[config.mk]
export PLATFORM = sky130hd
export DESIGN_NAME = vga_timing_gen
export DESIGN_NICKNAME = d
export VERILOG_FILES = /design/src/rtl/vga_pkg.sv /design/src/rtl/vga_delay_line.sv /design/src/rtl/vga_timing_gen.sv
export SDC_FILE = /design/constraint.sdc
export NUM_CORES = 1
export LEC_CHECK = 0
export ABC_AREA = 1
export BUFFER_PORTS_ARGS = -buffer_cell sky130_fd_sc_hd__buf_4
export CORE_MARGIN = 8
export CORE_UTILIZATION = 55
export CTS_CLUSTER_SIZE = 24
export DETAILED_ROUTE_END_ITERATION = 10
export GPL_ROUTABILITY_DRIVEN = 0
export PLACE_DENSITY_LB_ADDON = 0.25
export SLEW_MARGIN = 15
export SYNTH_ARGS = -nofsm -noshare
export SYNTH_HDL_FRONTEND = slang
export SYNTH_HIERARCHICAL = 1
export SYNTH_SLANG_ARGS = --single-unit
[constraint.sdc]
create_clock -name clk_i -period 3.2 [get_ports clk_i]
set_input_delay 0 -clock clk_i [delete_from_list [all_inputs] [get_ports clk_i]]
set_output_delay 0 -clock clk_i [all_outputs]
set_load 0.02 [all_outputs]
[src/rtl/vga_pkg.sv]
// Shared video-mode tables, run/stop state codes, pipeline flag payload and colour-bar values.
// The test-pattern build is selected with the VGA_TEST_PATTERN_EN macro.
package vga_pkg;

  // 640x480 @ 60 Hz, 25.175 MHz pixel clock, negative syncs
  localparam int unsigned M640_H_SYNC  = 96;
  localparam int unsigned M640_H_BACK  = 48;
  localparam int unsigned M640_H_ACT   = 640;
  localparam int unsigned M640_H_FRONT = 16;
  localparam int unsigned M640_V_SYNC  = 2;
  localparam int unsigned M640_V_BACK  = 33;
  localparam int unsigned M640_V_ACT   = 480;
  localparam int unsigned M640_V_FRONT = 10;
  localparam logic        M640_HS_POL  = 1'b0;
  localparam logic        M640_VS_POL  = 1'b0;

  // 800x600 @ 72 Hz, 50 MHz pixel clock, positive syncs
  localparam int unsigned M800_H_SYNC  = 120;
  localparam int unsigned M800_H_BACK  = 64;
  localparam int unsigned M800_H_ACT   = 800;
  localparam int unsigned M800_H_FRONT = 56;
  localparam int unsigned M800_V_SYNC  = 6;
  localparam int unsigned M800_V_BACK  = 23;
  localparam int unsigned M800_V_ACT   = 600;
  localparam int unsigned M800_V_FRONT = 37;
  localparam logic        M800_HS_POL  = 1'b1;
  localparam logic        M800_VS_POL  = 1'b1;

  localparam int unsigned RGB_W     = 24;
  localparam int unsigned DRAIN_W   = 4;
  localparam int unsigned BAR_COUNT = 8;

  localparam logic [1:0] S_IDLE  = 2'd0;
  localparam logic [1:0] S_RUN   = 2'd1;
  localparam logic [1:0] S_DRAIN = 2'd2;

  localparam logic [23:0] BAR_WHITE   = 24'hFFFFFF;
  localparam logic [23:0] BAR_YELLOW  = 24'hFFFF00;
  localparam logic [23:0] BAR_CYAN    = 24'h00FFFF;
  localparam logic [23:0] BAR_GREEN   = 24'h00FF00;
  localparam logic [23:0] BAR_MAGENTA = 24'hFF00FF;
  localparam logic [23:0] BAR_RED     = 24'hFF0000;
  localparam logic [23:0] BAR_BLUE    = 24'h0000FF;
  localparam logic [23:0] BAR_BLACK   = 24'h000000;

  // Sync/active/frame flags as asserted booleans; polarity is applied at the output register
  typedef struct packed {
    logic hs;
    logic vs;
    logic act;
    logic fs;
  } vga_flags_t;

  function automatic logic [23:0] bar_colour(input logic [2:0] idx);
    case (idx)
      3'd0:    return BAR_WHITE;
      3'd1:    return BAR_YELLOW;
      3'd2:    return BAR_CYAN;
      3'd3:    return BAR_GREEN;
      3'd4:    return BAR_MAGENTA;
      3'd5:    return BAR_RED;
      3'd6:    return BAR_BLUE;
      default: return BAR_BLACK;
    endcase
  endfunction

endpackage

[src/rtl/vga_delay_line.sv]
// Fixed-depth shift register with async reset; DEPTH=0 degenerates to a wire.
module vga_delay_line #(
  parameter int unsigned DEPTH = 2,
  parameter int unsigned WIDTH = 1
) (
  input  logic             clk_i,
  input  logic             rst_i,
  input  logic [WIDTH-1:0] d_i,
  output logic [WIDTH-1:0] q_o
);

  if (DEPTH == 0) begin : g_bypass
    logic unused_clk_rst;
    assign unused_clk_rst = clk_i ^ rst_i;
    assign q_o = d_i;
  end else begin : g_shift
    logic [WIDTH-1:0] stage_q [DEPTH];

    always_ff @(posedge clk_i or posedge rst_i) begin
      if (rst_i) begin
        for (int i = 0; i < int'(DEPTH); i++) stage_q[i] <= '0;
      end else begin
        stage_q[0] <= d_i;
        for (int i = 1; i < int'(DEPTH); i++) stage_q[i] <= stage_q[i-1];
      end
    end

    assign q_o = stage_q[DEPTH-1];
  end

endmodule

[src/rtl/vga_timing_gen.sv]
// Parametrised VGA timing generator with read-latency compensation and frame-aligned run/stop.
// Define VGA_TEST_PATTERN_EN to replace rgb_data_i with eight vertical colour bars.
module vga_timing_gen
  import vga_pkg::*;
#(
  parameter int unsigned H_SYNC  = M640_H_SYNC,
  parameter int unsigned H_BACK  = M640_H_BACK,
  parameter int unsigned H_ACT   = M640_H_ACT,
  parameter int unsigned H_FRONT = M640_H_FRONT,
  parameter int unsigned V_SYNC  = M640_V_SYNC,
  parameter int unsigned V_BACK  = M640_V_BACK,
  parameter int unsigned V_ACT   = M640_V_ACT,
  parameter int unsigned V_FRONT = M640_V_FRONT,
  parameter logic        HS_POL  = M640_HS_POL,
  parameter logic        VS_POL  = M640_VS_POL,
  parameter int unsigned RD_LAT  = 2,
  parameter int unsigned CNT_W   = 12
) (
  input  logic             clk_i,
  input  logic             rst_i,
  input  logic             en_i,
  input  logic [23:0]      rgb_data_i,
  output logic             req_o,
  output logic [CNT_W-1:0] addr_h_o,
  output logic [CNT_W-1:0] addr_v_o,
  output logic             h_sync_o,
  output logic             v_sync_o,
  output logic             de_o,
  output logic [7:0]       rgb_r_o,
  output logic [7:0]       rgb_g_o,
  output logic [7:0]       rgb_b_o,
  output logic             frame_start_o,
  output logic             busy_o
);

  localparam int unsigned H_TOTAL  = H_SYNC + H_BACK + H_ACT + H_FRONT;
  localparam int unsigned V_TOTAL  = V_SYNC + V_BACK + V_ACT + V_FRONT;
  localparam int unsigned HA_START = H_SYNC + H_BACK;
  localparam int unsigned HA_END   = HA_START + H_ACT;
  localparam int unsigned VA_START = V_SYNC + V_BACK;
  localparam int unsigned VA_END   = VA_START + V_ACT;

  logic [1:0]         state_q, state_d;
  logic [CNT_W-1:0]   cnt_h_q, cnt_h_d;
  logic [CNT_W-1:0]   cnt_v_q, cnt_v_d;
  logic [DRAIN_W-1:0] drain_q, drain_d;
  logic               busy_q;
  logic               h_last, v_last;

  assign h_last = (cnt_h_q == CNT_W'(H_TOTAL - 1));
  assign v_last = (cnt_v_q == CNT_W'(V_TOTAL - 1));

  // Run/stop control; stop requests only take effect on the last count of a frame
  always_comb begin
    state_d = state_q;
    cnt_h_d = cnt_h_q;
    cnt_v_d = cnt_v_q;
    drain_d = drain_q;
    case (state_q)
      S_IDLE: begin
        cnt_h_d = '0;
        cnt_v_d = '0;
        drain_d = '0;
        if (en_i) state_d = S_RUN;
      end
      S_RUN: begin
        drain_d = '0;
        if (h_last) begin
          cnt_h_d = '0;
          if (v_last) begin
            cnt_v_d = '0;
            if (!en_i) state_d = S_DRAIN;
          end else begin
            cnt_v_d = cnt_v_q + CNT_W'(1);
          end
        end else begin
          cnt_h_d = cnt_h_q + CNT_W'(1);
        end
      end
      S_DRAIN: begin
        cnt_h_d = '0;
        cnt_v_d = '0;
        if (drain_q == DRAIN_W'(RD_LAT)) begin
          state_d = S_IDLE;
          drain_d = '0;
        end else begin
          drain_d = drain_q + DRAIN_W'(1);
        end
      end
      default: begin
        state_d = S_IDLE;
        cnt_h_d = '0;
        cnt_v_d = '0;
        drain_d = '0;
      end
    endcase
  end

  always_ff @(posedge clk_i or posedge rst_i) begin
    if (rst_i) begin
      state_q <= S_IDLE;
      cnt_h_q <= '0;
      cnt_v_q <= '0;
      drain_q <= '0;
      busy_q  <= 1'b0;
    end else begin
      state_q <= state_d;
      cnt_h_q <= cnt_h_d;
      cnt_v_q <= cnt_v_d;
      drain_q <= drain_d;
      busy_q  <= (state_d != S_IDLE);
    end
  end

  // Stage 1: request, address and raw flags decoded from the counters
  logic             req_d, req_q;
  logic [CNT_W-1:0] addr_h_d, addr_h_q;
  logic [CNT_W-1:0] addr_v_d, addr_v_q;
  vga_flags_t       flags_d, flags_q;
  logic             h_act, v_act;

  assign h_act = (cnt_h_q >= CNT_W'(HA_START)) && (cnt_h_q < CNT_W'(HA_END));
  assign v_act = (cnt_v_q >= CNT_W'(VA_START)) && (cnt_v_q < CNT_W'(VA_END));

  always_comb begin
    req_d    = 1'b0;
    addr_h_d = '0;
    addr_v_d = '0;
    flags_d  = '0;
    if (state_q == S_RUN) begin
      flags_d.hs  = (cnt_h_q < CNT_W'(H_SYNC));
      flags_d.vs  = (cnt_v_q < CNT_W'(V_SYNC));
      flags_d.act = h_act && v_act;
      flags_d.fs  = (cnt_h_q == '0) && (cnt_v_q == '0);
      if (h_act && v_act) begin
        req_d    = 1'b1;
        addr_h_d = cnt_h_q - CNT_W'(HA_START);
        addr_v_d = cnt_v_q - CNT_W'(VA_START);
      end
    end
  end

  always_ff @(posedge clk_i or posedge rst_i) begin
    if (rst_i) begin
      req_q    <= 1'b0;
      addr_h_q <= '0;
      addr_v_q <= '0;
      flags_q  <= '0;
    end else begin
      req_q    <= req_d;
      addr_h_q <= addr_h_d;
      addr_v_q <= addr_v_d;
      flags_q  <= flags_d;
    end
  end

  // Flags wait RD_LAT clocks so the output register meets the source's data
  vga_flags_t flags_dly;

  vga_delay_line #(
    .DEPTH(RD_LAT),
    .WIDTH($bits(vga_flags_t))
  ) u_flag_dly (
    .clk_i(clk_i),
    .rst_i(rst_i),
    .d_i  (flags_q),
    .q_o  (flags_dly)
  );

  logic [RGB_W-1:0] pix;

`ifdef VGA_TEST_PATTERN_EN
  localparam int unsigned BAR_W = ((H_ACT / BAR_COUNT) == 0) ? 1 : (H_ACT / BAR_COUNT);

  logic [CNT_W-1:0] bar_pos;
  logic [2:0]       bar_d, bar_q, bar_dly;
  logic             unused_rgb_data;

  assign unused_rgb_data = ^rgb_data_i;

  always_comb begin
    bar_pos = addr_h_d / CNT_W'(BAR_W);
    bar_d   = (bar_pos > CNT_W'(BAR_COUNT - 1)) ? 3'(BAR_COUNT - 1) : bar_pos[2:0];
  end

  always_ff @(posedge clk_i or posedge rst_i) begin
    if (rst_i) bar_q <= '0;
    else       bar_q <= bar_d;
  end

  vga_delay_line #(
    .DEPTH(RD_LAT),
    .WIDTH(3)
  ) u_bar_dly (
    .clk_i(clk_i),
    .rst_i(rst_i),
    .d_i  (bar_q),
    .q_o  (bar_dly)
  );

  assign pix = bar_colour(bar_dly);
`else
  assign pix = rgb_data_i;
`endif

  // Output register: polarity applied, colour blanked outside the active area
  logic             h_sync_q, v_sync_q, de_q, fs_q;
  logic [RGB_W-1:0] rgb_q;

  always_ff @(posedge clk_i or posedge rst_i) begin
    if (rst_i) begin
      h_sync_q <= ~HS_POL;
      v_sync_q <= ~VS_POL;
      de_q     <= 1'b0;
      fs_q     <= 1'b0;
      rgb_q    <= '0;
    end else begin
      h_sync_q <= flags_dly.hs ? HS_POL : ~HS_POL;
      v_sync_q <= flags_dly.vs ? VS_POL : ~VS_POL;
      de_q     <= flags_dly.act;
      fs_q     <= flags_dly.fs;
      rgb_q    <= flags_dly.act ? pix : '0;
    end
  end

  assign req_o         = req_q;
  assign addr_h_o      = addr_h_q;
  assign addr_v_o      = addr_v_q;
  assign h_sync_o      = h_sync_q;
  assign v_sync_o      = v_sync_q;
  assign de_o          = de_q;
  assign rgb_r_o       = rgb_q[23:16];
  assign rgb_g_o       = rgb_q[15:8];
  assign rgb_b_o       = rgb_q[7:0];
  assign frame_start_o = fs_q;
  assign busy_o        = busy_q;

endmodule

== Yosys cells after proc, flatten, opt, wreduce, memory -nomap -nowiden ==
Index checks and enable logic that the tools add are counted.

* Flip-flop bits (word level): 96
* Bits in latches: 0
* Memory bits (writable): 0
* Bits in read-only memories: 0
* Bits of input ports: 27
* Output and inout port bits: 54
* Logic and storage cells: 67
* Memories: 0

* $add $sub $neg: 5
* Multiply operators: 0
* Div/mod/pow operators: 0
* Magnitude comparators: 6
* Equal/unequal tests: 6
* Shift operators: 0
* Multiplexer cells: 23
* Bitwise gates (word level): 0
* Reductions and logical operators: 8

{| class="wikitable"
|+ Operator list
! kind !! number
|-
| $mux 12 || 9
|-
| $add 12x1->12 const B || 2
|-
| $eq 12x10->1 const B || 2
|-
| $logic_not 12->1 || 2
|-
| $lt 12x10->1 const B || 2
|-
| $mux 24 || 1
|-
| $ge 12x6->1 const B || 1
|-
| $ge 12x8->1 const B || 1
|-
| $lt 12x2->1 const B || 1
|-
| $lt 12x7->1 const B || 1
|-
| $mux 4 || 3
|-
| $sub 12x6->12 const B || 1
|-
| $sub 12x8->12 const B || 1
|-
| $mux 2 || 5
|-
| $pmux 2 s3 || 1
|-
| $add 4x1->4 const B || 1
|-
| $eq 4x2->1 const B || 1
|-
| $logic_and 1x1->1 || 4
|-
| $mux 1 || 4
|-
| $eq 2x1->1 const B || 1
|-
| $eq 2x2->1 const B || 1
|-
| $logic_not 2->1 || 1
|-
| $ne 2x2->1 const B || 1
|-
| $reduce_bool 2->1 || 1
|}

== Longest topological paths before layout ==
Gate-level depths: netlist (run 1).

* Depth after elaboration: 5
* Gate-level depth with buffers: 10
* Mapped depth without buffers: 10

== Hierarchy ==
Netlist (run 1), hierarchy kept.

{| class="wikitable"
|+ Modules (own cells, without submodules)
! module !! times used !! cells each !! area each (µm²) !! seq. area each (µm²)
|-
| vga_timing_gen || 1 || 439 || 3905.0 || 2179.6
|-
| vga_delay_line || 1 || 13 || 234.0 || 200.2
|}

== Worst setup path before layout (run 1) ==
OpenSTA, ideal clock, no wires.

* Kind: reg2reg
* From: register cnt_h_q[4]
* To: register addr_v_q[7], in the netlist addr_v_o[7]
* Setup time: 122 ps
* Data arrival time: 1448 ps
* Data required time: 3078 ps
* Path slack: 1630 ps
* Stages on the path, launching flop included: 11
* Path buffers: 1
* Clock period less this slack: 1570 ps
* Cells stage by stage: dfrtp_1 inv_1 ha_1 nand2_1 nand2_1 nand2_1 nor2_1 inv_1 nand4_4 buf_6 nor2_4

* Cells in the longest elaborated chain, start to end: 5
* Elaborated cells on any way between the ends: 6
* Classes of those cells: order compare: 2; mux: 2; reduce/logical: 2

{| class="wikitable"
|+ RTL lines
! what !! RTL line !! text
|-
| start: declaration || vga_timing_gen.sv:44 || <nowiki>logic [CNT_W-1:0] cnt_h_q, cnt_h_d;</nowiki>
|-
| start signal: assignment || vga_timing_gen.sv:108 || <nowiki>cnt_h_q <= cnt_h_d;</nowiki>
|-
| $ge 12x8->1 / $lt 12x10->1 (equally long branches) || vga_timing_gen.sv:122 || <nowiki>assign h_act = (cnt_h_q >= CNT_W'(HA_START)) && (cnt_h_q < CNT_W'(HA_END));</nowiki>
|-
| $logic_and 1x1->1 (*) || vga_timing_gen.sv:122 ||
|-
| $logic_and 1x1->1 (*) || vga_timing_gen.sv:135 || <nowiki>if (h_act && v_act) begin</nowiki>
|-
| $mux 12 (*) || vga_timing_gen.sv:135 ||
|-
| $mux 12 (*) || vga_timing_gen.sv:130 || <nowiki>if (state_q == S_RUN) begin</nowiki>
|-
| net addr_v_d[7] || vga_timing_gen.sv:118 || <nowiki>logic [CNT_W-1:0] addr_v_d, addr_v_q;</nowiki>
|-
| end signal: assignment || vga_timing_gen.sv:152 || <nowiki>addr_v_q <= addr_v_d;</nowiki>
|-
| end: declaration || vga_timing_gen.sv:118 ||
|}

Mark *: on every way through the listed nets, which the timed path passes. The rest lies on a longest branch.
A chain may end at the register's enable or synchronous reset.

== Worst setup path in the final report (run 1) ==
* From: register cnt_h_q[4]
* To: register addr_h_q[6], in the netlist addr_h_o[6]

* Cells in the longest elaborated chain, start to end: 5
* Elaborated cells on any way between the ends: 7
* Classes of those cells: add/sub: 1; order compare: 2; mux: 2; reduce/logical: 2

{| class="wikitable"
|+ RTL lines
! what !! RTL line !! text
|-
| $ge 12x8->1 / $lt 12x10->1 (equally long branches) || vga_timing_gen.sv:122 ||
|-
| $logic_and 1x1->1 || vga_timing_gen.sv:122 ||
|-
| $logic_and 1x1->1 || vga_timing_gen.sv:135 ||
|-
| $mux 12 (*) || vga_timing_gen.sv:135 ||
|-
| $mux 12 (*) || vga_timing_gen.sv:130 ||
|-
| net addr_h_d[6] || vga_timing_gen.sv:117 || <nowiki>logic [CNT_W-1:0] addr_h_d, addr_h_q;</nowiki>
|-
| end signal: assignment || vga_timing_gen.sv:151 || <nowiki>addr_h_q <= addr_h_d;</nowiki>
|-
| end: declaration || vga_timing_gen.sv:117 ||
|}

Marks and branches as above.

==> results of run 1 <==
[through the flow]
| step | cells | cell area (sq um) |
|---|---|---|
| after floorplan | 452 | 4140 |
| after global placement | 621 | 4790 |
| after detailed placement | 621 | 4790 |
| after CTS | 663 | 5250 |
| after global routing | 663 | 5250 |
| final | 663 | 5250 |
[power by group]
group          internal (mW)  switching [mW]  leakage, nW
Combinational          0.143           0.199         1.68
Clock                  0.323           0.444        0.101
Sequential              1.27          0.0618         1.26
[logic make-up after synthesis]
logic type / Yosys count
AOI/OAI and AO/OA: 31
buffers and inverters: 87
and+or+nand+nor: 214
xor gates and xnor gates: 14
adders and majority gates: 10
other: 1
DFF: 95
[final cells by class]
type | count | area, sq um
clock buffers | 10 | 138
clock inverters | 6 | 57.6
fillers | 525 | 2000
inverters | 75 | 283
multi-input cells | 270 | 1390
flip-flops and latches | 95 | 2380
well taps | 99 | 124
repair buffers | 108 | 876
[cells in the final DEF (no fill, tap or decap), drive strengths merged, types with 7 or more instances in the layout]
cell type	Yosys	layout
a21oi	16	16
ha	10	10
nor2	71	71
nor3	7	7
nand4	10	10
dlygate4sd3	0	26
dfrtp	93	93
xor2	12	12
buf	10	82
nand2	95	95
clkbuf	2	10
inv	75	78
o21ai	14	14
nand3	28	28
[repair_timing]
action                                 4_1_cts  5_1_grt
resized for setup                            0        0
hold buffers                                26        0
endpoints found under the hold margin       73        0
[state kept, by name, indices dropped and copies added, names as in the netlist]
name                        flops
cnt_h_q                        12
de_o                            1
rgb_q                          24
v_sync_o                        1
u_flag_dly/q_o                  4
cnt_v_q                        12
flags_q                         4
h_sync_o                        1
state_q                         2
addr_v_o                       12
frame_start_o                   1
addr_h_o                       12
drain_q                         4
u_flag_dly/g_shift.stage_q      4
busy_o                          1
[layer usage]
layer,track usage,up-vias
met5,0,-
met4,0.0734,0
met1,0.221,1516
met2,0.308,113
met3,0.0479,21
li1,-,1594
[worst min-delay path, delay by kind of cell]
family / cells / cell delay [ns]
buffers and inverters: 3 / 0.90
[final timing paths]
check                                   from           endpoint  slack (ns)  cells after the start
hold reg to reg            u_flag_dly/q_o[2]           v_sync_o        0.35                      1
max in group asynchronous              rst_i           h_sync_o        2.16                      4
setup reg to reg                  cnt_h_q[4]        addr_h_o[6]        1.11                      9
hold / removal                         rst_i  u_flag_dly/q_o[0]        0.14                      3
min in group clk_i         u_flag_dly/q_o[2]           v_sync_o        0.35                      1
setup / recovery                  cnt_h_q[4]        addr_h_o[6]        1.11                      9
==> impl_results.md, run 1 <==
- CP required: 3.48 ns
- Clock Skew: 0.0172 ns
- Diodes inserted: 0
- WP buf/inv: 2
- Syn_nets: 489
- Worst hold slack: 0.142 ns
- Prevailing post-synth register cell: dfrtp_1
- Die height: 103 microns
- Slew Viols, Final: 0
- Leakage: 3.04 nW
- Initial Util: 0.571
- Port bufs: 80
- Fin crit period: 2.09 ns
- Final period utilization: 0.653
- Area delta synth->final: 26.8%
- H-tree depth: 3
- Setup ws final: 1.11 ns
- Worst Max-Slew Pin Slew: 0.713 ns
- Row cnt: 31
- Largest net degree at the start of global routing: 41
- Routed wl met2: 4.41 mm
- Chip width: 103 microns
- Post-synth EDFFs: 0
- RSZ-0062 raised after global routing: false
- CP max stage delay: 0.47 ns
- Via count: 3244
- Hold Violations, Final: 0
- Hold Crit Class: input pin to asynchronous set/reset pin
- Netlist cell types: 29
- Crit Path Category: flop to flop
- Status: finished, final reports clean
- Mapped Cells: 452
- CTS max path bufs: 2
- Post-Synth Simple-Gate Area: 0.238
- Initial antenna violation count: 0
- Clock Root Buffer: clkbuf_8
- Yosys reg bits: 95
- Pwr dens: 464 nW/um^2
- Area contributors post-synth: dfrtp_1 56%, nand2_1 8.4%, inv_1 6.4%
- Yosys warnings: 6
- Crit end category: flop
- F_max: 0.478 GHz
- CP Cell Sequence: inv_1, ha_1, nand2_1, nand2_1, nand2_1, nor2_1, inv_1, nand4_4, a21oi_1
- CTS tree: yes
- CP dominant cell by count: nand2_1
- Initial DRC count: 170
- Postcts setup bufs: 0
- CP Data Arrival Time: 2.37 ns
- Die area: 10600 sq um
- Post-Syn Area per Cell: 9.16 sq um
- Async set or reset register ratio after synthesis: 1.00
- Highest metal used: met4
- Slowest-stage cell, CP: dfrtp_1
- Total number of clock tree sinks: 95
- Vias in the first global route: 3247
- Delay-heaviest family, CP: simple AND/OR/NAND/NOR gates
- Global-route wire length before repair: 15.1 mm
- Gr ovfl total: 0
- Clock insertion delay at the later pin of the skew report: 0.37 ns
- Synth area leader: dfrtp_1
- Met3 wire len: 720 microns
- GRT Overall Usage: 0.184
- HPWL Detailed: 6.50 mm
- Drt total wl: 9.14 mm
- Synth Area in Adders: 0.0302
- Setup tns final: 0 ns
- Wire length on met1: 3.79 mm
- Max Cap Viol: 0
- Nets: 596
- Place WS: 1.13 ns
- Sequential share of the synthesized area: 0.575
- WL/cell: 13.8 microns
- Ports: 81
- Antenna Nets Post-Route: 0
- Via density: 4.89
- Top cells by count, synth: 93 x dfrtp_1, 93 x nand2_1, 71 x inv_1, 46 x nor2_1, 27 x nand3_1
- Synth Area in Compound Gates: 0.0378
- Setup crit start kind: flop
- Critical Path Fanout Max: 23
- Peak supply drop: 262 uV
- Share of the synthesized area in the top cell type: 0.562
- Mux contribution to synthesized area: 0
- Layout cells sized above 1: 0.239
- Synthesized area: 4140 sq um
- # setup viols final: 0
- DRC: 0
- Reg clk slew, reported paths: 0.10 ns
- Core Util, Final: 0.724
- Core area: 7250 sq um
- Overall Power: 2.44 mW
- Slew headroom: 0.525
- TritonRoute pass-1 iters: 5
- XOR/XNOR Fraction of Synth Area: 0.0296
- CTS buffer count: 9
- Main combinational cell family by area after synthesis: simple AND/OR/NAND/NOR gates
Note: power is estimated with default switching activity, not from simulation.
==> run 2: changes to the inputs <==
==> constraint.sdc (replaced) <==
create_clock -name clk_i -period 2 [get_ports clk_i]
set_input_delay 0 -clock clk_i [delete_from_list [all_inputs] [get_ports clk_i]]
set_output_delay 0 -clock clk_i [all_outputs]
set_load 0.02 [all_outputs]
==> run 2 against run 1 <==
  * Clock-buffer cell count did not move
  * Via count rose by 3.5%
  * Worst hold slack got worse by 0.0086 ns
  * Sequential cell count did not move
  * Routed wire length rose by 8.6%
  * Highest routed layer unchanged
  * Global-route usage rose by 1.4 points
  * Worst setup slack got worse by 0.93 ns
  * Clock power rose by 76%
  * Sequential share of layout area fell by 1.2 points
  * Register-to-register slack got worse by 0.93 ns
==> impl_results.md, run 2 (synthesis results as in run 1) <==
- Gr ovfl total: 0 (unchanged)
- CP required: 2.31 ns (-1.17 ns)
- Diodes inserted: 0 (unchanged)
- Nets: 609 (+2.2%)
- Die area: 10600 sq um (unchanged)
- RSZ-0062 raised after global routing: false
- Leakage: 3.12 nW (+2.4%)
- Setup tns final: 0 ns (unchanged)
- Reg2Reg Depth: 8 (-1)
- Delay-heaviest family, CP: simple AND/OR/NAND/NOR gates
- Critical Path Fanout Max: 17 (-26%)
- Combinational fraction of design power: 0.146 (+0.006)
- Final period utilization: 0.912 (+0.259)
- TritonRoute pass-1 iters: 4 (-1)
- Clock power frac: 0.334 (+0.019)
- Clock insertion delay at the later pin of the skew report: 0.38 ns (about the same)
- Fin crit period: 1.82 ns (-0.266 ns)
- Antenna Nets Post-Route: 0 (unchanged)
- Drt total wl: 9.93 mm (+8.6%)
- Row cnt: 31 (unchanged)
- Setup crit start kind: flop
- Initial Util: 0.571 (unchanged)
- Global-route wire length before repair: 15.9 mm (+5.2%)
- Pwr dens: 752 nW/um^2 (+62%)
- Reg clk slew, reported paths: 0.10 ns (about the same)
- Hold Violations, Final: 0 (unchanged)
- Layout cells sized above 1: 0.258 (+0.0189)
- Peak supply drop: 429 uV (+64%)
- Crit Path Category: flop to flop
- Port bufs: 80 (unchanged)
- Chip width: 103 microns (unchanged)
- Register share of total power: 0.520 (-0.025)
- Most flop-heavy register: rgb_q
- WP buf/inv: 2 (unchanged)
- GRT Overall Usage: 0.198 (+0.0143)
- Worst Max-Slew Pin Slew: 0.725 ns (+0.0122 ns)
- HPWL Detailed: 6.77 mm (+4.3%)
- Initial antenna violation count: 0 (unchanged)
- Clock Root Buffer: clkbuf_8
- Net Sw Power: 1.15 mW (+63%)
- Slew Viols, Final: 0 (unchanged)
- Vias in the first global route: 3344 (+3.0%)
- Die height: 103 microns (unchanged)
- Via count: 3359 (+3.5%)
- WL/cell: 14.7 microns (+6.5%)
- R2r endpoint: cnt_h_q[5]
- CTS buffer count: 9 (unchanged)
- Slowest-stage cell, CP: dfrtp_1
- CTS max path bufs: 2 (unchanged)
- H-tree depth: 3 (unchanged)
- CP Cell Sequence: ha_1, nand3_1, inv_1, nand3_1, nand2_2, inv_1, o21ai_0, a21oi_1
- Largest net degree at the start of global routing: 33 (-20%)
- Worst R2R Setup Slack: 0.18 ns (-0.93 ns)
- Max reg flops: 24 (unchanged)
- CP Data Arrival Time: 2.13 ns (-0.24 ns)
- # setup viols final: 0 (unchanged)
- Hold Crit Class: input pin to asynchronous set/reset pin
- CTS tree: yes
- Internal: 2.91 mW (+68%)
- Critical R2R Launch: cnt_h_q[0]
- CP max stage delay: 0.42 ns (-0.05 ns)
- Most frequent cells in the layout: 93 x nand2_1, 93 x dfrtp_1, 93 x buf_4
- Area delta synth->final: 30.3%
- Total number of clock tree sinks: 95 (unchanged)
- Ports: 81 (unchanged)
- Status: finished, final reports clean
- Max Cap Viol: 0 (unchanged)
- Core area: 7250 sq um (unchanged)
- Clock Skew: 0.0128 ns (-0.00446 ns)
- Initial DRC count: 127 (-25%)
- Crit end category: flop
- Sw frac: 0.284 (-0.00603)
- F_max: 0.548 GHz (+15%)
- Slew headroom: 0.516 (-0.00812)
- Via density: 4.97 (+1.6%)
- Core Util, Final: 0.744 (+0.0200)
- DRC: 0 (unchanged)
## run 2: changes by cell type in the layout (fill, tap and decap cells not counted)
cell        previous run  this run
inv_6                  2         0
buf_12                 0         2
buf_4                 82        93
clkinvlp_4             0         2
clkinv_2               1         0
bufinv_16              0         1
inv_1                 70        69
inv_2                  4         5
## run 2: power by group through the flow
stage	Sequential [mW]	Combinational (mW)	Clock (mW)
CTS	2.11	0.587	1.37
finish	2.11	0.594	1.35
global placement	2.14	0.524	0
global route	2.12	0.658	1.45
floorplan	2.15	0.360	0
detailed placement	2.15	0.541	0
## run 2: worst max path at each step
stage,slack [ns],end,depth (start not counted),from
final,0.18,cnt_h_q[5],8,cnt_h_q[0]
after global routing,0.02,cnt_h_q[5],8,cnt_h_q[0]
after CTS,0.1,addr_h_o[2],10,cnt_h_q[5]
after detailed placement,0.15,addr_h_o[8],10,cnt_h_q[5]
after global placement,0.24,addr_h_o[8],10,cnt_h_q[5]
after floorplan,0.43,addr_v_o[7],10,cnt_h_q[4]
## run 2: area by class of cell
cell class	count	area [sq um]
Sequential cell	95	2380
Fill cell	487	1860
Multi-Input combinational cell	270	1390
Timing Repair Buffer	121	998
Inverter	75	285
Clock buffer	10	138
Tap cell	99	124
Clock inverter	6	77.6
## run 2: tightest hold or removal path: cells and delay by family
kind                   cells  cell delay, ns
buffers and inverters      3            0.91
## run 2: timing repair
action,in CTS,in global routing
hold buffers,26,0
buffers inserted,0,4
endpoints found under the setup margin,0,15
hold endpoints to repair,62,0
resized for setup,0,1
## run 2: per-stage QoR
step / total power [mW] / area, sq um / setup slack [ns] / instances / hold WS, ns
4_1_cts: 4.06 / 5360 / 0.0957 / 672 / 0.133
3_5_place_dp: 2.69 / 4890 / 0.147 / 630 / -0.00857
3_3_place_gp: 2.66 / 4890 / 0.237 / 630 / -0.0245
6_report: 4.06 / 5390 / 0.176 / 676 / 0.134
2_1_floorplan: 2.51 / 4140 / 0.430 / 452 / -0.184
5_1_grt: 4.23 / 5390 / 0.0217 / 676 / 0.146
## run 2: layer usage
metal	vias up	routed length (microns)	global-route usage
met5	-	0	0
met4	0	291	0.112
met3	24	645	0.0365
met2	112	4750	0.325
met1	1606	4240	0.242
li1	1617	-	-
